File: src/rtl/gpio_input_port.sv
// gpio_input_port
// Memory-mapped GPIO input block: per-pin two-flop synchronizer, optional
// debounce, sticky rising-edge register (write-1-to-clear), IRQ mask and a
// registered level interrupt. Register map:
//   ADDR_IN   - debounced pin levels (read-only)
//   ADDR_EDGE - sticky rising-edge flags, write 1 to clear
//   ADDR_MASK - interrupt enable per pin
// Compile-time option: define GPIO_IN_DEBOUNCE_EN to insert a per-pin
// 8-bit stability counter between the synchronizer and db. Without it, db
// simply re-registers the synchronizer output.
// Reset is synchronous and active-low on rst.

module gpio_input_port #(
    parameter int                   BIT_WIDTH       = 32,
    parameter int                   PORT_WIDTH      = 8,
    parameter int                   DEBOUNCE_CYCLES = 4,
    parameter logic [BIT_WIDTH-1:0] ADDR_IN         = 32'h10010028,
    parameter logic [BIT_WIDTH-1:0] ADDR_EDGE       = 32'h1001002C,
    parameter logic [BIT_WIDTH-1:0] ADDR_MASK       = 32'h10010030
) (
    input  logic                  clk,
    input  logic                  rst,
    input  logic [BIT_WIDTH-1:0]  Address,
    input  logic [BIT_WIDTH-1:0]  Data,
    input  logic                  MemWrite,
    input  logic [PORT_WIDTH-1:0] GPIO_PORT_IN,
    output logic [BIT_WIDTH-1:0]  ReadData,
    output logic                  Irq
);

    logic [PORT_WIDTH-1:0] s1;
    logic [PORT_WIDTH-1:0] s2;
    logic [PORT_WIDTH-1:0] db;
    logic [PORT_WIDTH-1:0] db_d;
    logic [PORT_WIDTH-1:0] edge_reg;
    logic [PORT_WIDTH-1:0] edge_next;
    logic [PORT_WIDTH-1:0] irq_mask;
    logic [PORT_WIDTH-1:0] rise;
    logic [PORT_WIDTH-1:0] clr;
    logic [PORT_WIDTH-1:0] wr_bits;
    logic                  wr_edge;
    logic                  wr_mask;

    assign wr_bits = Data[PORT_WIDTH-1:0];
    assign wr_edge = MemWrite && (Address == ADDR_EDGE);
    assign wr_mask = MemWrite && (Address == ADDR_MASK);

    // Upper data bits are never stored; tie them off so they are visibly unused.
    generate
        if (PORT_WIDTH < BIT_WIDTH) begin : g_unused_data
            logic unused_data;
            assign unused_data = ^Data[BIT_WIDTH-1:PORT_WIDTH];
        end
    endgenerate

    // Two-flop synchronizer on the asynchronous pins.
    always_ff @(posedge clk) begin
        if (!rst) begin
            s1 <= '0;
            s2 <= '0;
        end else begin
            s1 <= GPIO_PORT_IN;
            s2 <= s1;
        end
    end

`ifdef GPIO_IN_DEBOUNCE_EN
    // db only moves after DEBOUNCE_CYCLES consecutive cycles of disagreement.
    localparam logic [7:0] DB_TC = 8'(DEBOUNCE_CYCLES - 1);

    logic [7:0] db_cnt [PORT_WIDTH];

    // Per-pin stability counter; any cycle of agreement restarts the count.
    always_ff @(posedge clk) begin
        if (!rst) begin
            db <= '0;
            for (int i = 0; i < PORT_WIDTH; i++) begin
                db_cnt[i] <= '0;
            end
        end else begin
            for (int i = 0; i < PORT_WIDTH; i++) begin
                if (s2[i] != db[i]) begin
                    if (db_cnt[i] == DB_TC) begin
                        db[i]     <= s2[i];
                        db_cnt[i] <= '0;
                    end else begin
                        db_cnt[i] <= db_cnt[i] + 8'd1;
                    end
                end else begin
                    db_cnt[i] <= '0;
                end
            end
        end
    end
`else
    // No debounce: db is a plain third stage behind the synchronizer.
    always_ff @(posedge clk) begin
        if (!rst) begin
            db <= '0;
        end else begin
            db <= s2;
        end
    end
`endif

    // A rise is seen the cycle after db goes high, so the flag lands one edge later.
    assign rise = db & ~db_d;
    assign clr  = wr_edge ? wr_bits : '0;

    // Clear first, then OR in new rises so a same-cycle rise is never lost.
    always_comb begin
        edge_next = (edge_reg & ~clr) | rise;
    end

    // Edge history, sticky flags, mask and interrupt level.
    always_ff @(posedge clk) begin
        if (!rst) begin
            db_d     <= '0;
            edge_reg <= '0;
            irq_mask <= '0;
            Irq      <= 1'b0;
        end else begin
            db_d     <= db;
            edge_reg <= edge_next;
            if (wr_mask) begin
                irq_mask <= wr_bits;
            end
            Irq <= |(edge_reg & irq_mask);
        end
    end

    // Read mux; unmapped addresses return zero and reads never alter state.
    always_comb begin
        ReadData = '0;
        if (Address == ADDR_IN) begin
            ReadData[PORT_WIDTH-1:0] = db;
        end else if (Address == ADDR_EDGE) begin
            ReadData[PORT_WIDTH-1:0] = edge_reg;
        end else if (Address == ADDR_MASK) begin
            ReadData[PORT_WIDTH-1:0] = irq_mask;
        end
    end

endmodule

File: config.mk
export PLATFORM = sky130hd
export DESIGN_NAME = gpio_input_port
export DESIGN_NICKNAME = d
export VERILOG_FILES = /design/src/rtl/gpio_input_port.sv
export SDC_FILE = /design/constraint.sdc
export NUM_CORES = 1
export LEC_CHECK = 0
export CAP_MARGIN = 10
export CELL_PAD_IN_SITES_DETAIL_PLACEMENT = 1
export CELL_PAD_IN_SITES_GLOBAL_PLACEMENT = 2
export CORE_MARGIN = 2
export CORE_UTILIZATION = 23
export CTS_BUF_LIST = sky130_fd_sc_hd__clkbuf_16
export DETAILED_ROUTE_END_ITERATION = 10
export PLACE_DENSITY_LB_ADDON = 0.25
export SETUP_SLACK_MARGIN = 0.2
export SYNTH_ARGS = -nofsm -noshare
export SYNTH_HDL_FRONTEND = slang
export SYNTH_SLANG_ARGS = --single-unit
File: constraint.sdc
create_clock -name clk -period 6.6 [get_ports clk]
set_input_delay 1.65 -clock clk [delete_from_list [all_inputs] [get_ports clk]]
set_output_delay 1.65 -clock clk [all_outputs]
set_load 0.01 [all_outputs]
# Word level (Yosys, flattened, before mapping)
# Cells that the tools add are included.
# totals
memories	0
mem_bits_ro	0
mem_bits_rw	0
out_inout_bits	33
latch_bits	0
ff_bits	49
input_bits	75
# op_classes
mux	4
n_shift	0
n_reduce_logical	3
div_mod_pow	0
addsub	0
order_cmp	0
n_eq_ne	3
bitwise_logic	6
multipliers	0
# ops
cell	count
32-bit by 29-bit == test with 1-bit output (second input constant)	3
8-bit two-way mux	4
8-bit AND	3
8-bit NOT	2
8-bit bitwise OR	1
8-bit OR reduction	1
1-bit logical AND	2

# Longest topological paths before layout
# logic_depth
depth_word	6
depth_mapped	6
ltp_nobuf	5

# Worst setup path before layout
# Ideal clock, no wire load.
# synth_timing
path_type	in2out
start	in Address[31]
end	out ReadData[0]
setup_slack_ns	1.992
n_path_buf	0
arrival_time_ns	2.958
cell_stages	5
required_ns	4.950
cell_sequence	nor4b_2 > nand4_2 > nor4_4 > a22oi_1 > a21oi_1
# synth_between
elab_chain_cells	4
elab_cells_between_ends	6
# synth_lines
element	line_no	text
from (decl)	23	input logic [BIT_WIDTH-1:0] Address,
32-bit by 29-bit == test with 1-bit output	139	end else if (Address == ADDR_MASK) begin
8-bit two-way mux	139	
8-bit two-way mux	137	end else if (Address == ADDR_EDGE) begin
8-bit two-way mux *	135	if (Address == ADDR_IN) begin
to (decl)	27	output logic [BIT_WIDTH-1:0] ReadData,
# Mark *: on every way between the ends. The rest lies on a longest branch, timed or not.

# Final worst setup path
# layout_timing
start	in Address[17]
end	out ReadData[1]
# The elaborated chain is that of the path after synthesis.

==> flow_summary.toml <==
[run_status]
status = "finished clean"

[placed_design]
port-buffer-count = 59
hpwl_microns = 3770
postPlaceCellArea_sq_um = 2700
dpl_worst_slack_ps = 670
gp_congestion = 0.732

[cts]
cts_buffers = 5
cts_sinks = 49
cts_tree = "yes"
root_buffer = "clkbuf_16"
post-cts-setup-buffers = 0
cts.hold.buffers_added = 0
cts_max_level = 2
clk_pin_slew_ps = 60
cts_buffer_depth = 2
clk_latency_ps = 290
post_cts_resize_count = 0

[worst_setup_path]
worstReg2RegStart = "edge_reg[3]$_SDFF_PN0_"
r2r_cells = 2
cp-end-kind = "output pin"
cp.arrival_ps = 4230
cpMostUsedCell = "clkdlybuf4s50_1"
crit_fanout = 8
max_stage_delay_ps = 580
r2r_end = "Irq$_SDFF_PN0_"
crit_required_ps = 4950
setup.worst_path.start_class = "input pin"
worstSetupPathType = "input pin to output pin"
cpMaxStageDelayCell = "nor4_4"
crit_chain = "clkdlybuf4s50_1 -> nor4b_2 -> nand4_2 -> nor4_4 -> a22oi_1 -> a21oi_1 -> clkdlybuf4s50_1"
r2r_setup_slack_ps = 5780

[routing]
num_vias = 1677
wl_per_cell_microns = 13.2
drt_first_pass_iters = 4
totalWireLength_microns = 5220
ant_nets = 0
dr.first_iter.drc_count = 62
route.detailed.drc = 0
avgViaCountPerCell = 4.22

[timing]
fin_crit_ps = 5880
period_share_pct = 89.1
worstMarginPinSlew_ps = 881
setup_ws_ps = 720
fmax_mhz = 170
clock_skew_ps = 1.73
setup_tns_ps = 0
drv_slew = 0
hold_violations = 0
rsz0062_at_grt = "false"
setup_viol = 0
relSlewSlack_pct = 40.9

[final_layout]
syn_to_final_growth_pct = 35.8
drive_above_1_share_pct = 6.92
layout_common_cells = "59 x clkdlybuf4s50_1, 49 x dfxtp_1, 25 x and2_1"
nets = 363
final_common_cell = "clkdlybuf4s50_1"
antenna_cells = 0
stdcell_area_sq_um = 2870

[global_routing]
first_global_vias = 1800
grt_max_degree = 41
gr-total-overflow = 0
grt_pass1_wl_microns = 8600
grt_usage_pct = 11.0
antenna_found_initial = 0

[floorplan]
die_area_sq_um = 9970
core_sq_um = 8810
rows = 34
ios = 108
die_y_microns = 99.9
die_w_microns = 99.9
start_util_pct = 24.0

[power_and_ir_drop]
ir_drop_uv = 134
p_total_mw = 0.653
power_density_nw_per_um2 = 227
leakagePower_nw = 1.04

[worst_hold_path]
hold_end = "db[6]$_SDFF_PN0_"
hp-class = "flop to flop"
min_path_cells = 1
min-delay-start = "s2[6]$_SDFF_PN0_"

[flow_run]
drv_cap = 0

[logic_synthesis]
ys_warn_count = 0
syn-cell-area_sq_um = 2110
synth.distinct_cells = 28
ys_ff_latch = 49
seq_area_frac_synth_pct = 46.4
avgSynthCellArea_sq_um = 9.19
synthCells = 230
-- where the power goes --
group | switching (mW) | internal (mW) | total, mW
logic | 0.0259 | 0.0346 | 0.0605
registers | 0.00275 | 0.304 | 0.307
clock network | 0.108 | 0.177 | 0.285
total | 0.137 | 0.516 | 0.653
-- worst max-delay path by stage --
stage / startpoint / endpoint / slack, ps / cells after the start
finish: Address[17] / ReadData[1] / 720 / 7
global route: Address[17] / ReadData[1] / 480 / 7
CTS: Address[17] / ReadData[1] / 640 / 7
detailed placement: Address[17] / ReadData[1] / 670 / 7
global placement: Address[17] / ReadData[1] / 700 / 7
floorplan: Address[31] / ReadData[0] / 1990 / 5
-- layout make-up --
type                            count  area (sq um)
Fill cell                        1030          5940
Timing Repair Buffer               61           606
Tap cell                          108           135
Sequential cell                    49           981
Clock buffer                        5           125
Multi-Input combinational cell    162           948
Clock inverter                      3          41.3
Inverter                            9          33.8
-- worst max-delay path, delay by kind of cell --
kind | cells | cell delay [ps]
AO/OA/AOI/OAI | 2 | 410
AND/OR/NAND/NOR | 3 | 1190
buffers and inverters | 2 | 980
-- cells by family (layout without fill, tap and decap cells) --
logic type | after synthesis | after routing | synth area share, %
AO/OA/AOI/OAI | 45 | 45 | 12.6
AND/OR/NAND/NOR | 93 | 93 | 28.0
flip-flops | 49 | 49 | 46.4
other | 1 | 24 | 0.177
buffers and inverters | 42 | 78 | 12.8
-- synthesized netlist by cell type (all sizes together) --
| master | count | area share (%) |
|---|---|---|
| or2 | 1 | 0.30 |
| nor4b | 4 | 2.5 |
| clkbuf | 5 | 0.89 |
| nand2b | 17 | 5.0 |
| nor4 | 6 | 4.2 |
| conb | 1 | 0.18 |
| o21ai | 16 | 4.1 |
| inv | 8 | 1.4 |
| nand2 | 16 | 2.8 |
| nand3b | 1 | 0.36 |
| nand3 | 8 | 1.9 |
| nand4 | 3 | 1.2 |
| nor3 | 2 | 0.47 |
| dfxtp | 49 | 46 |
| clkinv | 1 | 0.18 |
| a41oi | 1 | 0.41 |
| and2 | 25 | 7.4 |
| buf | 28 | 10 |
| a22oi | 12 | 4.3 |
| a21oi | 16 | 3.8 |
| nor2 | 10 | 1.8 |
-- routing by layer --
metal,vias to the layer above,share of wire (%),wire length (microns),global-route usage (%)
li1,838,-,-,-
met1,769,47,2470,14.0
met2,64,44,2300,18.2
met3,6,7.4,387,3.06
met4,0,1.3,68,3.48
met5,-,0,0,0
-- metrics by stage --
stage	utilization [%]	hold WS, ps	instances
2_1_floorplan	-	406	253
3_3_place_gp	30.7	415	389
3_5_place_dp	30.7	422	389
4_1_cts	32.6	438	397
5_1_grt	32.6	445	397
6_report	32.6	433	397
Power figures use the tool's default switching activity.
